File: src/rtl/hub75_pkg.sv
// Shared types and sizing helpers for the HUB75 frame buffer blocks.
package hub75_pkg;

  typedef enum logic [1:0] {IDLE, PENDING, CLEAR} swap_state_t;

  localparam int BPP_DEF = 8;
  typedef logic [3*BPP_DEF-1:0] pixel_t;

  function automatic int frame_size(input int h, input int v);
    return h * v;
  endfunction

  function automatic int addr_width(input int h, input int v);
    return $clog2(h * v);
  endfunction

endpackage

File: src/rtl/hub75_framebuf_swap_ctrl.sv
// Ping-pong frame buffer controller: host writes the back bank, display reads
// the front bank, swaps are deferred to frame end and may clear the new back bank.
module hub75_framebuf_swap_ctrl
  import hub75_pkg::*;
#(
  parameter int hpixel_p   = 64,
  parameter int vpixel_p   = 64,
  parameter int bpp_p      = 8,
  parameter int segments_p = 2,
  localparam int frame_size_p    = frame_size(hpixel_p, vpixel_p),
  localparam int addr_width_p    = addr_width(hpixel_p, vpixel_p),
  localparam int rd_addr_width_p = $clog2(frame_size_p / segments_p)
) (
  input  logic                                clk,
  input  logic                                rst_n,
  input  logic [addr_width_p-1:0]             i_wr_addr,
  input  logic [3*bpp_p-1:0]                  i_wr_data,
  input  logic                                i_wr_en,
  output logic                                o_wr_ready,
  input  logic                                i_swap_req,
  input  logic                                i_clear_on_swap,
  output logic                                o_swap_pending,
  output logic                                o_swap_done,
  output logic                                o_swap_drop,
  input  logic                                i_frame_end,
  input  logic [rd_addr_width_p-1:0]          i_rd_addr,
  output logic [segments_p*3*bpp_p-1:0]       o_rd_data,
  output logic                                o_front_sel,
  output logic [1:0]                          o_bank_wr_en,
  output logic [addr_width_p-1:0]             o_bank_wr_addr,
  output logic [3*bpp_p-1:0]                  o_bank_wr_data,
  output logic [rd_addr_width_p-1:0]          o_bank_rd_addr,
  input  logic [2*segments_p*3*bpp_p-1:0]     i_bank_rd_data
);

  localparam int PixW = 3 * bpp_p;
  localparam int RdW  = segments_p * PixW;
  localparam logic [addr_width_p:0] LastCnt = (addr_width_p+1)'(frame_size_p - 1);

  swap_state_t               state_q;
  logic                      front_q, clear_q, rd_sel_q;
  logic                      wr_ready_q, pending_q, done_q, drop_q, clr_fin_q;
  logic [addr_width_p:0]     cnt_q;
  logic [1:0]                wr_en_q;
  logic [addr_width_p-1:0]   wr_addr_q;
  logic [PixW-1:0]           wr_data_q;

  always_ff @(posedge clk or negedge rst_n) begin
    if (!rst_n) begin
      state_q    <= IDLE;
      front_q    <= 1'b0;
      clear_q    <= 1'b0;
      rd_sel_q   <= 1'b0;
      wr_ready_q <= 1'b1;
      pending_q  <= 1'b0;
      done_q     <= 1'b0;
      drop_q     <= 1'b0;
      clr_fin_q  <= 1'b0;
      cnt_q      <= '0;
      wr_en_q    <= '0;
      wr_addr_q  <= '0;
      wr_data_q  <= '0;
    end else begin
      wr_en_q   <= '0;
      drop_q    <= 1'b0;
      clr_fin_q <= 1'b0;
      done_q    <= clr_fin_q;
      rd_sel_q  <= front_q;
      // Back bank is judged by the pre-edge front, so a write in the toggle
      // cycle lands in the bank that is becoming front.
      if (i_wr_en && wr_ready_q) begin
        wr_en_q   <= front_q ? 2'b01 : 2'b10;
        wr_addr_q <= i_wr_addr;
        wr_data_q <= i_wr_data;
      end
      unique case (state_q)
        IDLE: begin
          wr_ready_q <= 1'b1;
          if (i_swap_req) begin
            state_q   <= PENDING;
            pending_q <= 1'b1;
            clear_q   <= i_clear_on_swap;
          end
        end
        PENDING: begin
          drop_q <= i_swap_req;
          if (i_frame_end) begin
            front_q   <= ~front_q;
            pending_q <= 1'b0;
            if (clear_q) begin
              state_q    <= CLEAR;
              cnt_q      <= '0;
              wr_ready_q <= 1'b0;
            end else begin
              state_q <= IDLE;
              done_q  <= 1'b1;
            end
          end
        end
        CLEAR: begin
          // Ready stays low through the cycle showing the final clear write.
          drop_q    <= i_swap_req;
          wr_en_q   <= front_q ? 2'b01 : 2'b10;
          wr_addr_q <= cnt_q[addr_width_p-1:0];
          wr_data_q <= '0;
          cnt_q     <= cnt_q + 1'b1;
          if (cnt_q == LastCnt) begin
            state_q   <= IDLE;
            clr_fin_q <= 1'b1;
          end
        end
        default: state_q <= IDLE;
      endcase
    end
  end

  assign o_wr_ready     = wr_ready_q;
  assign o_swap_pending = pending_q;
  assign o_swap_done    = done_q;
  assign o_swap_drop    = drop_q;
  assign o_front_sel    = front_q;
  assign o_bank_wr_en   = wr_en_q;
  assign o_bank_wr_addr = wr_addr_q;
  assign o_bank_wr_data = wr_data_q;
  assign o_bank_rd_addr = i_rd_addr;
  assign o_rd_data      = rd_sel_q ? i_bank_rd_data[2*RdW-1:RdW] : i_bank_rd_data[RdW-1:0];

endmodule
File: config.mk
export PLATFORM = sky130hd
export DESIGN_NAME = hub75_framebuf_swap_ctrl
export DESIGN_NICKNAME = d
export VERILOG_FILES = /design/src/rtl/hub75_pkg.sv /design/src/rtl/hub75_framebuf_swap_ctrl.sv
export SDC_FILE = /design/constraint.sdc
export NUM_CORES = 1
export LEC_CHECK = 0
export ABC_AREA = 1
export BUFFER_PORTS_ARGS = -buffer_cell sky130_fd_sc_hd__buf_2
export CAP_MARGIN = 20
export CORE_MARGIN = 5
export CORE_UTILIZATION = 30
export CTS_BUF_LIST = sky130_fd_sc_hd__clkbuf_4 sky130_fd_sc_hd__clkbuf_8
export CTS_CLUSTER_DIAMETER = 80
export CTS_CLUSTER_SIZE = 28
export DETAILED_ROUTE_END_ITERATION = 6
export GPL_TIMING_DRIVEN = 0
export RECOVER_POWER = 25
export SLEW_MARGIN = 20
export SYNTH_ARGS = -nofsm -noshare
export SYNTH_HDL_FRONTEND = slang
export SYNTH_SLANG_ARGS = --single-unit
export TNS_END_PERCENT = 30
File: constraint.sdc
create_clock -name clk -period 3.2 [get_ports clk]
set_input_delay 0.64 -clock clk [delete_from_list [all_inputs] [get_ports clk]]
set_output_delay 0.64 -clock clk [all_outputs]
set_load 0.02 [all_outputs]
# [Word level (Yosys, flattened, before mapping)]
# Index checks and enable logic that the tools add are counted.
[totals] register_bits=61 in_bits=149 out_inout_bits=102 wordCells=62
[op_classes] addsub=1 n_eq_ne=7 n_mux=28 n_bitwise=1 reduce_logical=12
[ops] op="24-bit 2-to-1 mux" n=2
[ops] op="48-bit 2-to-1 mux" n=1
[ops] op="13-bit 2-to-1 mux" n=2
[ops] op="13-bit one-hot mux with 2 select lines" n=1
[ops] op="12-bit 2-to-1 mux" n=2
[ops] op="2-bit 2-to-1 mux" n=7
[ops] op="13-bit by 1-bit adder with 13-bit output (second input constant)" n=1
[ops] op="13-bit by 12-bit equality test with 1-bit output (second input constant)" n=1
[ops] op="3-bit AND reduction" n=4
[ops] op="1-bit 2-to-1 mux" n=10
[ops] op="2-bit inequality test (second input constant)" n=4
[ops] op="2-bit one-hot mux with 3 select lines" n=1
[ops] op="2-bit nonzero test" n=3
[ops] op="1-bit one-hot mux with 2 select lines" n=2
[ops] op="2-bit AND reduction" n=2
[ops] op="2-bit by 1-bit equality test with 1-bit output (second input constant)" n=1
[ops] op="2-bit equality test (second input constant)" n=1
[ops] op="2-bit zero test" n=1
[ops] op="2-bit OR reduction" n=1
[ops] op="1-bit logical AND" n=1
[ops] op="1-bit inverter" n=1

# [Logic depth before layout (Yosys ltp)]
[logic_depth] depth_word=3 depth_mapped=9 depth_no_buf=9

# [Worst setup path after synthesis]
# OpenSTA, ideal clock, no wires.
[synth_timing] kind="reg2out" start="register rd_sel_q" end="output o_rd_data[27]" arrival_ns=1.109 required_ns=2.560 setup_slack_ns=1.451 stages_incl_launch_ff=4 path_buffers=2 cell_sequence="dfrtp_1 > buf_2 > buf_4 > mux2_2"
[synth_via] elab_chain_cells=1
[synth_lines] element="from (decl)" line="hub75_framebuf_swap_ctrl.sv:41" source="logic front_q, clear_q, rd_sel_q;"
[synth_lines] element="from (signal assigned)" line="hub75_framebuf_swap_ctrl.sv:68" source="rd_sel_q <= front_q;"
[synth_lines] element="48-bit 2-to-1 mux" line="hub75_framebuf_swap_ctrl.sv:126" source="assign o_rd_data = rd_sel_q ? i_bank_rd_data[2*RdW-1:RdW] : i_bank_rd_data[RdW-1:0];"
[synth_lines] element="to (decl)" line="hub75_framebuf_swap_ctrl.sv:27" source="output logic [segments_p*3*bpp_p-1:0] o_rd_data,"
# No other way between the ends.

# [Worst setup path in the final report]
[layout_timing] start="register rd_sel_q" end="output o_rd_data[37]"
# The elaborated chain is that of the path after synthesis.

==> results.md <==
- Global-route wire length before repair: roughly 19000 um
- Synth area leader: dfrtp_1
- Vias per cell: 4.59
- DRT iter0 DRCs: 123
- Crit-path max FO: 10
- Total congestion overflow: 0
- CTS tree: built
- Detailed-route wire length: 13300 um
- Max_slew headroom: -2.36%
- Vias: roughly 3.3k
- Area growth, synth to finish: 46.6%
- Setup crit end kind: primary output
- Syn Area/Cell: a little over 10 um2
- Hold depth: 0
- CP Launch Type: register
- DP Worst Slack: 1.18 ns
- Top_reg_cell synth: dfrtp_1
- Failing checks: max-capacitance violations, max-slew violations
- Clock slew at reported path FFs: 0.06 ns
- Vias in the first global route: between 3k and 4k
- Met3 routed WL: 1230 um
- Synth area leaders: dfrtp_1 (45%), mux2_2 (16%), a22o_1 (6.3%), nor2_1 (4.6%), nand2_1 (4.2%)
- Min Tclk post-route: ~2.3 ns
- Final worst slack: 0.858 ns
- Max VDD drop: 298 uV
- RSZ-0062 raised after global routing: false
- Worst Hold Path EP: rd_sel_q
- Post-synthesis cell type count: 34
- WL per Instance: between 15 and 20 um
- Final setup violation count: 0
- Lkg Pwr: roughly 0.0027 uW
- Post-route DRC: 0
- Crit path largest cell delay: 0.37 ns
- Chip width: 115 um
- Nets@finish: 732
- Data required time of the critical path: 2.56 ns
- Async S/R FF share, synth: 100%
- Slew @ Worst Pin: 1.54 ns
- Skew final: roughly 0.0075 ns
- WP data arrival: 1.70 ns
- Final Non-Filler Cells: 723
- Crit Reg-Reg Endpoint: cnt_q[8]
- Die H: 115 um
- Highest routed metal layer: met4
- PortBufs: 239
- Max Cap Violations: 1
- Setup CP Type: reg2out
- Cell Rows: 38
- Status: finished with violations
- Die area: between 0.01 and 0.015 mm2
- Final period utilization: 73.2%
- Initial antenna violation count: 0
- Final setup TNS: 0 ns
- Global placer's final weighted congestion: 0.944
- CORE AREA: 0.0108 mm2
- I/O pin count: 251
- CP Cell Sequence: buf_2, buf_4, mux2_2, buf_2
- CP max-delay cell: dfrtp_1
- Metal2 WL: 6850 um
- H-tree Lvls: 3
- Flop-to-flop setup slack: 1.55 ns
- Worst hold path type: reg2reg
- Post CTS Setup Buffer Count: 0
- Root Buffer: clkbuf_8
- Slew Viols, Final: 62
- Antenna Cells: 0
- EDFF count, synth: 0
- Worst R2R Path Depth: 7
- Share of cells above drive strength 1: 59.7%
- Max Clock Freq: 427 MHz
- Hold Vio Cnt, Final: 0
- Number of synthesis warnings: 0
- Most Frequent Cell on Critical Path: buf_2
- CTS Buf Count: 9
- Top-area cell type share of the netlist area: 45.1%
- Hold buffer count at cts: 0
- Startpoint of the worst hold path: o_front_sel
- Register area share after synthesis: 45.9%
- Seq cells post-synth: roughly 60
- Net Count, Synth: between 400 and 500
- Cells after Synth: 328
- Gr usage total: 19.1%
- DRT antenna net count: 0
- Clk sinks: 61
- Post-cts resize count: 0
- Worst-Skew Late Latency: roughly 0.33 ns
- Power per cell area: 866 mW/mm2
- Initial core utilization: ~31%
- Total power: 4230 uW
- Placed Cells: 707
- CTS Buffer Depth: 2
- R2R Path Start: state_q[1]
- Largest net degree at the start of global routing: a little over 60
- Initial DRT Pass Iterations: 4
- HPWL after DPL: 11200 um
- Synthesized area: ~0.0033 mm2
- DRT met1 WL: between 4000 and 5000 um
[where the power goes]
group	internal [uW]	leakage (uW)	total [uW]	switching, uW
combinational	915	0.00179	2390	1470
sequential	1050	0.000769	1210	158
clock	328	0.0000956	627	299
[routing by layer]
layer / track usage (%) / vias up
met3: 6.11 / 14
met2: 34.5 / 125
li1: - / 1611
met5: 0 / -
met4: 3.44 / 0
met1: 22.3 / 1569
[cell type report]
| class | count | area, um2 |
|---|---|---|
| fill | 1087 | 5960 |
| clock inverter | 4 | 22.5 |
| inverter | 27 | 101 |
| timing repair buffer | 239 | 1200 |
| clock buffer | 12 | 159 |
| tap | 140 | 175 |
| buffer | 25 | 179 |
| sequential | 61 | 1530 |
| multi-input combinational | 215 | 1520 |
[metrics by stage]
stage	utilization [%]	hold WS (ns)	cell area [um2]
after floorplan	-	0.344	3330
after global placement	43.4	0.415	4700
after detailed placement	43.4	0.421	4700
after CTS	45.1	0.411	4890
after global routing	45.0	0.445	4880
final	45.0	0.429	4880
[how the worst max path moves through the flow]
stage / cells past startpoint / slack (ns) / end / startpoint
after floorplan: 3 / 1.45 / o_rd_data[27] / rd_sel_q
after global placement: 4 / 1.22 / o_rd_data[40] / rd_sel_q
after detailed placement: 4 / 1.18 / o_rd_data[37] / rd_sel_q
after CTS: 4 / 0.80 / o_rd_data[37] / rd_sel_q
after global routing: 4 / 0.76 / o_rd_data[38] / rd_sel_q
final: 4 / 0.86 / o_rd_data[37] / rd_sel_q
[state kept, by name, summed over array words and instances, names as in the netlist]
name and count:
clear_q 1, clr_fin_q 1, cnt_q 13, o_bank_wr_addr 12, o_bank_wr_data 24, o_bank_wr_en 2
o_front_sel 1, o_swap_done 1, o_swap_drop 1, o_swap_pending 1, o_wr_ready 1, rd_sel_q 1
state_q 2
[Yosys cell counts (2+ instances only)]
cell and instances:
dfrtp_1 60, mux2_2 48, nor2_1 41, nand2_1 37, a22o_1 24, inv_1 24, buf_4 15, nand3_1 13
o22ai_1 12, buf_2 8, a21oi_1 6, ha_1 5, o21ai_0 4, inv_2 3, nand2_2 3, nand2_4 2
nand3_2 2, nor2_2 2, nor3b_1 2, o21bai_2 2, xor2_1 2
[cells by family after synthesis]
logic type	share of synthesized area, %
flip-flops	45.9
AND/OR/NAND/NOR	15.1
XOR/XNOR	0.526
adder cells (fa/ha/maj)	1.88
multiplexers	16.2
buffers and inverters	8.41
AO/OA/AOI/OAI	12.0
[critical path: cells and delay by family (launching register included)]
| family | cells | cell delay [ns] |
|---|---|---|
| multiplexers | 1 | 0.35 |
| buffers and inverters | 3 | 0.65 |
| flip-flops | 1 | 0.37 |
[placed cells by master, fill, tap and decap left out, drive strengths merged]
master,count
a21oi,7
a22o,24
a31oi,1
buf,263
clkbuf,13
clkinv,3
clkinvlp,1
dfrtp,60
dfstp,1
ha,5
inv,27
mux2,48
nand2,42
nand3,16
nand3b,1
nand4,2
nor2,44
nor3b,2
o21a,1
o21ai,4
o21bai,3
o22ai,12
o31ai,1
xor2,2
No activity file was read; power rests on OpenSTA's default activity.
